$ cat src/rtl/rs_alu.sv
// ALU reservation station: holds up to DEPTH dispatched instructions, snoops the
// CDB for pending operands and issues the lowest-index operand-complete entry.
module rs_alu #(
  parameter int TAG_W = 4,
  parameter int DEPTH = 4,
  parameter int OP_W  = 4
) (
  input  logic                       clk,
  input  logic                       rst,
  input  logic                       flush,
  input  logic                       disp_vld,
  output logic                       disp_rdy,
  input  logic [OP_W-1:0]            disp_op,
  input  logic [TAG_W-1:0]           disp_dst_tag,
  input  logic                       disp_rs1_busy,
  input  logic [TAG_W-1:0]           disp_rs1_tag,
  input  logic [31:0]                disp_rs1_data,
  input  logic                       disp_rs2_busy,
  input  logic [TAG_W-1:0]           disp_rs2_tag,
  input  logic [31:0]                disp_rs2_data,
  input  logic                       cdb_wr,
  input  logic [TAG_W-1:0]           cdb_tag,
  input  logic [31:0]                cdb_wdata,
  output logic                       iss_vld,
  input  logic                       iss_rdy,
  output logic [OP_W-1:0]            iss_op,
  output logic [31:0]                iss_src1,
  output logic [31:0]                iss_src2,
  output logic [TAG_W-1:0]           iss_dst_tag,
  output logic [$clog2(DEPTH+1)-1:0] occ
);

  localparam int OCC_W = $clog2(DEPTH + 1);
  localparam int IDX_W = $clog2(DEPTH);

  typedef struct packed {
    logic             valid;
    logic [OP_W-1:0]  op;
    logic [TAG_W-1:0] dst;
    logic             rdy1;
    logic [TAG_W-1:0] tag1;
    logic [31:0]      data1;
    logic             rdy2;
    logic [TAG_W-1:0] tag2;
    logic [31:0]      data2;
  } entry_t;

  entry_t           ent [DEPTH];
  entry_t           new_ent;
  logic [IDX_W-1:0] free_idx;
  logic [IDX_W-1:0] iss_idx;
  logic             disp_fire;
  logic             iss_fire;
  logic             cdb_hit;

  // Tag 0 means "no producer", so a broadcast on it must never wake anything.
  assign cdb_hit = cdb_wr && (cdb_tag != '0);

  // NOTE: every always_comb output gets a default first so no latch is inferred.
  always_comb begin
    disp_rdy = 1'b0;
    iss_vld  = 1'b0;
    free_idx = '0;
    iss_idx  = '0;
    // Scan high to low so the lowest matching index is the one left standing.
    for (int i = DEPTH - 1; i >= 0; i--) begin
      if (!ent[i].valid) begin
        disp_rdy = 1'b1;
        free_idx = IDX_W'(i);
      end
      if (ent[i].valid && ent[i].rdy1 && ent[i].rdy2) begin
        iss_vld = 1'b1;
        iss_idx = IDX_W'(i);
      end
    end
  end

  assign disp_fire = disp_vld && disp_rdy && !flush;
  assign iss_fire  = iss_vld && iss_rdy;

  assign iss_op      = iss_vld ? ent[iss_idx].op    : '0;
  assign iss_src1    = iss_vld ? ent[iss_idx].data1 : '0;
  assign iss_src2    = iss_vld ? ent[iss_idx].data2 : '0;
  assign iss_dst_tag = iss_vld ? ent[iss_idx].dst   : '0;

  always_comb begin
    new_ent       = '0;
    new_ent.valid = 1'b1;
    new_ent.op    = disp_op;
    new_ent.dst   = disp_dst_tag;
    if (!disp_rs1_busy) begin
      new_ent.rdy1  = 1'b1;
      new_ent.data1 = disp_rs1_data;
    end else if (cdb_hit && cdb_tag == disp_rs1_tag) begin
      new_ent.rdy1  = 1'b1;
      new_ent.data1 = cdb_wdata;
    end else begin
      new_ent.tag1  = disp_rs1_tag;
    end
    if (!disp_rs2_busy) begin
      new_ent.rdy2  = 1'b1;
      new_ent.data2 = disp_rs2_data;
    end else if (cdb_hit && cdb_tag == disp_rs2_tag) begin
      new_ent.rdy2  = 1'b1;
      new_ent.data2 = cdb_wdata;
    end else begin
      new_ent.tag2  = disp_rs2_tag;
    end
  end

  // NOTE: the entry array is reset in full (not just valid bits) so tags and data read 0 after reset.
  always_ff @(posedge clk or negedge rst) begin
    if (!rst) begin
      for (int i = 0; i < DEPTH; i++) ent[i] <= '0;
      occ <= '0;
    end else if (flush) begin
      for (int i = 0; i < DEPTH; i++) ent[i].valid <= 1'b0;
      occ <= '0;
    end else begin
      for (int i = 0; i < DEPTH; i++) begin
        if (iss_fire && iss_idx == IDX_W'(i)) ent[i].valid <= 1'b0;
        if (ent[i].valid && !ent[i].rdy1 && cdb_hit && ent[i].tag1 == cdb_tag) begin
          ent[i].rdy1  <= 1'b1;
          ent[i].data1 <= cdb_wdata;
          ent[i].tag1  <= '0;
        end
        if (ent[i].valid && !ent[i].rdy2 && cdb_hit && ent[i].tag2 == cdb_tag) begin
          ent[i].rdy2  <= 1'b1;
          ent[i].data2 <= cdb_wdata;
          ent[i].tag2  <= '0;
        end
      end
      // Dispatch only targets a free entry, so it never collides with the issued one.
      if (disp_fire) ent[free_idx] <= new_ent;
      occ <= occ + OCC_W'(disp_fire) - OCC_W'(iss_fire);
    end
  end

endmodule

$ cat config.mk
export PLATFORM = sky130hd
export DESIGN_NAME = rs_alu
export DESIGN_NICKNAME = d
export VERILOG_FILES = /design/src/rtl/rs_alu.sv
export SDC_FILE = /design/constraint.sdc
export NUM_CORES = 1
export LEC_CHECK = 0
export ABC_CLOCK_PERIOD_IN_PS = 2850
export BUFFER_PORTS_ARGS = -buffer_cell sky130_fd_sc_hd__buf_2
export CAP_MARGIN = 25
export CORE_ASPECT_RATIO = 0.8
export CORE_MARGIN = 2
export CORE_UTILIZATION = 45
export DETAILED_ROUTE_END_ITERATION = 6
export PLACE_DENSITY_LB_ADDON = 0.2
export SETUP_SLACK_MARGIN = 0.15
export SLEW_MARGIN = 20
export SYNTH_ARGS = -nofsm -noshare
export SYNTH_HDL_FRONTEND = slang
export SYNTH_SLANG_ARGS = --single-unit
$ cat constraint.sdc
create_clock -name clk -period 2.85 [get_ports clk]
set_clock_uncertainty 0.15 [all_clocks]
set_input_delay 0.57 -clock clk [delete_from_list [all_inputs] [get_ports clk]]
set_output_delay 0.57 -clock clk [all_outputs]
set_load 0.01 [all_outputs]
==> key figures <==
Run status
  – Status: finished, violations left
  – Failing checks: negative setup slack

Placed design
  – Post-placement setup slack: approximately 40 ps
  – Hpwl dp: 43.7 mm
  – PortBufs: 200
  – Placer congestion estimate: 0.851

CTS
  – Longest Clk Path Bufs: 3
  – CTS clk-pin slew, worst paths: 60 ps
  – CTS Buf Count: 38
  – Clock root buffer: clkbuf_16
  – Htree depth: 2
  – Clock sinks: 335
  – Clk Latency, worst-skew pair: 550 ps
  – CTS tree: done

Worst setup path
  – Critical path, cell by cell: and3_4, buf_12, buf_16, a221oi_4, o22ai_2, buf_2
  – CP max stage delay: roughly 430 ps
  – Critical path class: register to output port
  – CP required: 2130 ps
  – Worst setup EP type: output port
  – Worst endpoint data arrival time: ~2200 ps
  – Family with the most delay on the worst path: buffers and inverters
  – Crit Path Max Fanout: 9
  – CP max stage cell: dfrtp_2
  – Worst Setup Start Kind: register
  – CP Buf/Inv Count: 3

Floorplanning
  – Initial Util: 45.9%
  – Number of top-level pins: 201
  – Core ar.: 42200 um^2
  – Die ar.: 44700 um^2
  – Die boundary height: around 190 um
  – Row Count: 67
  – Chip width: 236 um

Route
  – Routed Antenna Nets: 0
  – Vias per cell: around 6.5
  – Drt first pass iters: 6
  – # DRC: 0
  – Initial drt markers: 2068
  – Detailed-route via count: 18.7k
  – Avg WL per Cell: about 26 um
  – Routed wire length: 75.2 mm

Synth
  – Count leader, synth: nand2_1
  – Number of synthesized flops with an enable pin: 0
  – Post-synthesis average cell area: roughly 9.0 um^2
  – Share of the synthesized area in the top cell type: 43.3%
  – Dominant synthesized flop cell: dfrtp_1
  – Synthesized cell area: 19400 um^2
  – Yosys top cell by area: dfrtp_1
  – Yosys Warn Count: 0
  – Asr flop ratio synth: 100%
  – Synthesis-stage register bit count: 335
  – Commonest cells in the netlist: nand2_1 (364), dfrtp_1 (335), a21oi_1 (328)
  – Synth cell types: 37
  – Register area share after synthesis: 43.3%
  – Top cells by area, synth: dfrtp_1 (43%), a221oi_2 (12%), a21oi_1 (8.5%), a221oi_1 (8.0%), nand2_1 (7.1%)
  – Mapped Cells: 2148
  – Mapped Nets: 2275

STA
  – Final Hold Vio Count: 0
  – Final Cycle Share: 102%
  – Fmax: 346 MHz
  – RSZ-0062 raised after global routing: yes
  – Tmin final: between 2000 and 3000 ps
  – Slew @ Worst Pin: 1020 ps
  – Setup TNS: -329 ps
  – Setup WS post-layout: -44.0 ps
  – Max Slew Vio Count: 0
  – Relative slew slack: 31.7%
  – Final setup vio count: 21

Pwr
  – Switching share of power: 32.2%
  – Peak VDD IR: 0.407 mV
  – Pwr Density: 641 nW/um^2
  – Sequential Power Share: 41.8%
  – Clock power share: between 30% and 40%
  – Leakage: approximately 11 nW
  – Power Total: 15.8 mW
  – Internal Pwr Total: ~11 mW
  – Logic pwr share: 26.3%
  – Switch Pwr: approximately 5 mW

Finish
  – Nets@finish: 2440
  – Final Core Density: 58.5%
  – Synth-to-layout area growth: 27.5%
  – Share of cells above drive strength 1: 30.2%
  – Number of fill cells: 3590

Global route
  – Largest net degree at the start of global routing: 63
  – Overflow after GRT: 0
  – First-pass GRT wire length: 113 mm
  – Initial antenna violation count: 3
  – Vias in the first global route: 18.4k
  – Tot GR Track Use: 32.8%

Job
  – Maximum capacitance violations: 0

Min path
  – Worst min path class: input pin to register
cells in the final DEF (no fill, tap or decap), types with 3 or more instances in the layout:
master     count
nor2_4        11
buf_16        16
o21ai_1        6
buf_2        199
nand2_1      364
clkbuf_8      14
buf_12        37
xor2_1        35
nor2_1        18
o21ai_0       74
a22o_1        32
a221oi_4      54
and2_2         6
o22ai_2       36
buf_4         73
dfrtp_1      329
a31o_2         3
a221oi_2     169
nand3_1        4
clkinv_2       3
dfrtp_2        6
a221oi_1     105
o22ai_1       28
nand4_1       11
inv_1        269
clkbuf_16     45
nand3_4        3
or3_1          3
nor3_1         7
nor3_2         3
a21oi_1      328
clkbuf_1       7
xnor2_1        7
buf_6          3
per-layer routing:
metal	GRT usage [%]	share of wire (%)
met5	0	0.017
met4	12.5	4.1
met3	7.45	11
met2	51.2	44
met1	44.5	41
final timing paths:
kind                            start            to  slack (ps)  cells after the start
max                          ent[165]  iss_src2[13]         -40                      6
min                        disp_op[0]      register         120                      3
max reg2reg                  ent[165]        ent[0]         240                      7
min reg2reg                  register      register         320                      2
max in group asynchronous         rst       ent[57]        1480                      3
min in group asynchronous         rst     async pin         370                      2
power groups by stage:
stage	Combinational (mW)	Sequential (mW)	Clock, mW
after detailed placement	3.71	6.48	0
after floorplan	2.56	6.32	0
after CTS	4.03	6.53	5.09
after global placement	3.59	6.44	0
after global routing	4.51	6.73	5.29
final	4.16	6.60	5.05
timing repair:
item | in CTS | in global routing
pin swaps | 70 | 35
endpoints found under the hold margin | 31 | 0
cloned | 11 | 6
setup endpoints to repair | 72 | 73
setup buffers | 12 | 1
hold buffers | 1 | 0
gates resized for setup | 160 | 42
registers in the layout, summed over array words and instances, names as in the netlist, named ones only:
register / cells
occ: 3
ent: 300
worst min-delay path, cell delays in order:
cell	delay, ps
buf_2	110
nand2_1	50
nand2_1	50
metrics by stage:
stage	instances	cell area [um^2]	hold slack [ps]
3_3_place_gp	2791	21400	301
3_5_place_dp	2794	21400	307
2_1_floorplan	2148	19400	124
4_1_cts	2885	24200	111
6_report	2894	24700	118
5_1_grt	2892	24700	133
kinds of logic (layout without fill, tap and decap cells):
group / count (synthesis) / after routing / share of synthesized area, %
compound gates: 839 / 839 / 34.1
xor+xnor: 42 / 42 / 1.90
fa+ha+maj: 3 / 3 / 0.233
buf+inv: 484 / 675 / 10.9
flops: 335 / 335 / 43.3
other cells: 0 / 2 / 0
simple gates: 445 / 446 / 9.51
cell type report:
type,instances,area [um^2],share of cell area (%)
Antenna cell,2,5.00,0.0203
Clock buffer,60,1190,4.84
Clock inverter,7,70.1,0.284
Inverter,269,1010,4.09
Multi-Input combinational cell,1330,10300,41.8
Sequential cell,335,8390,34.0
Tap cell,552,691,2.80
Timing Repair Buffer,339,3010,12.2
No activity file was read; power rests on OpenSTA's default activity.
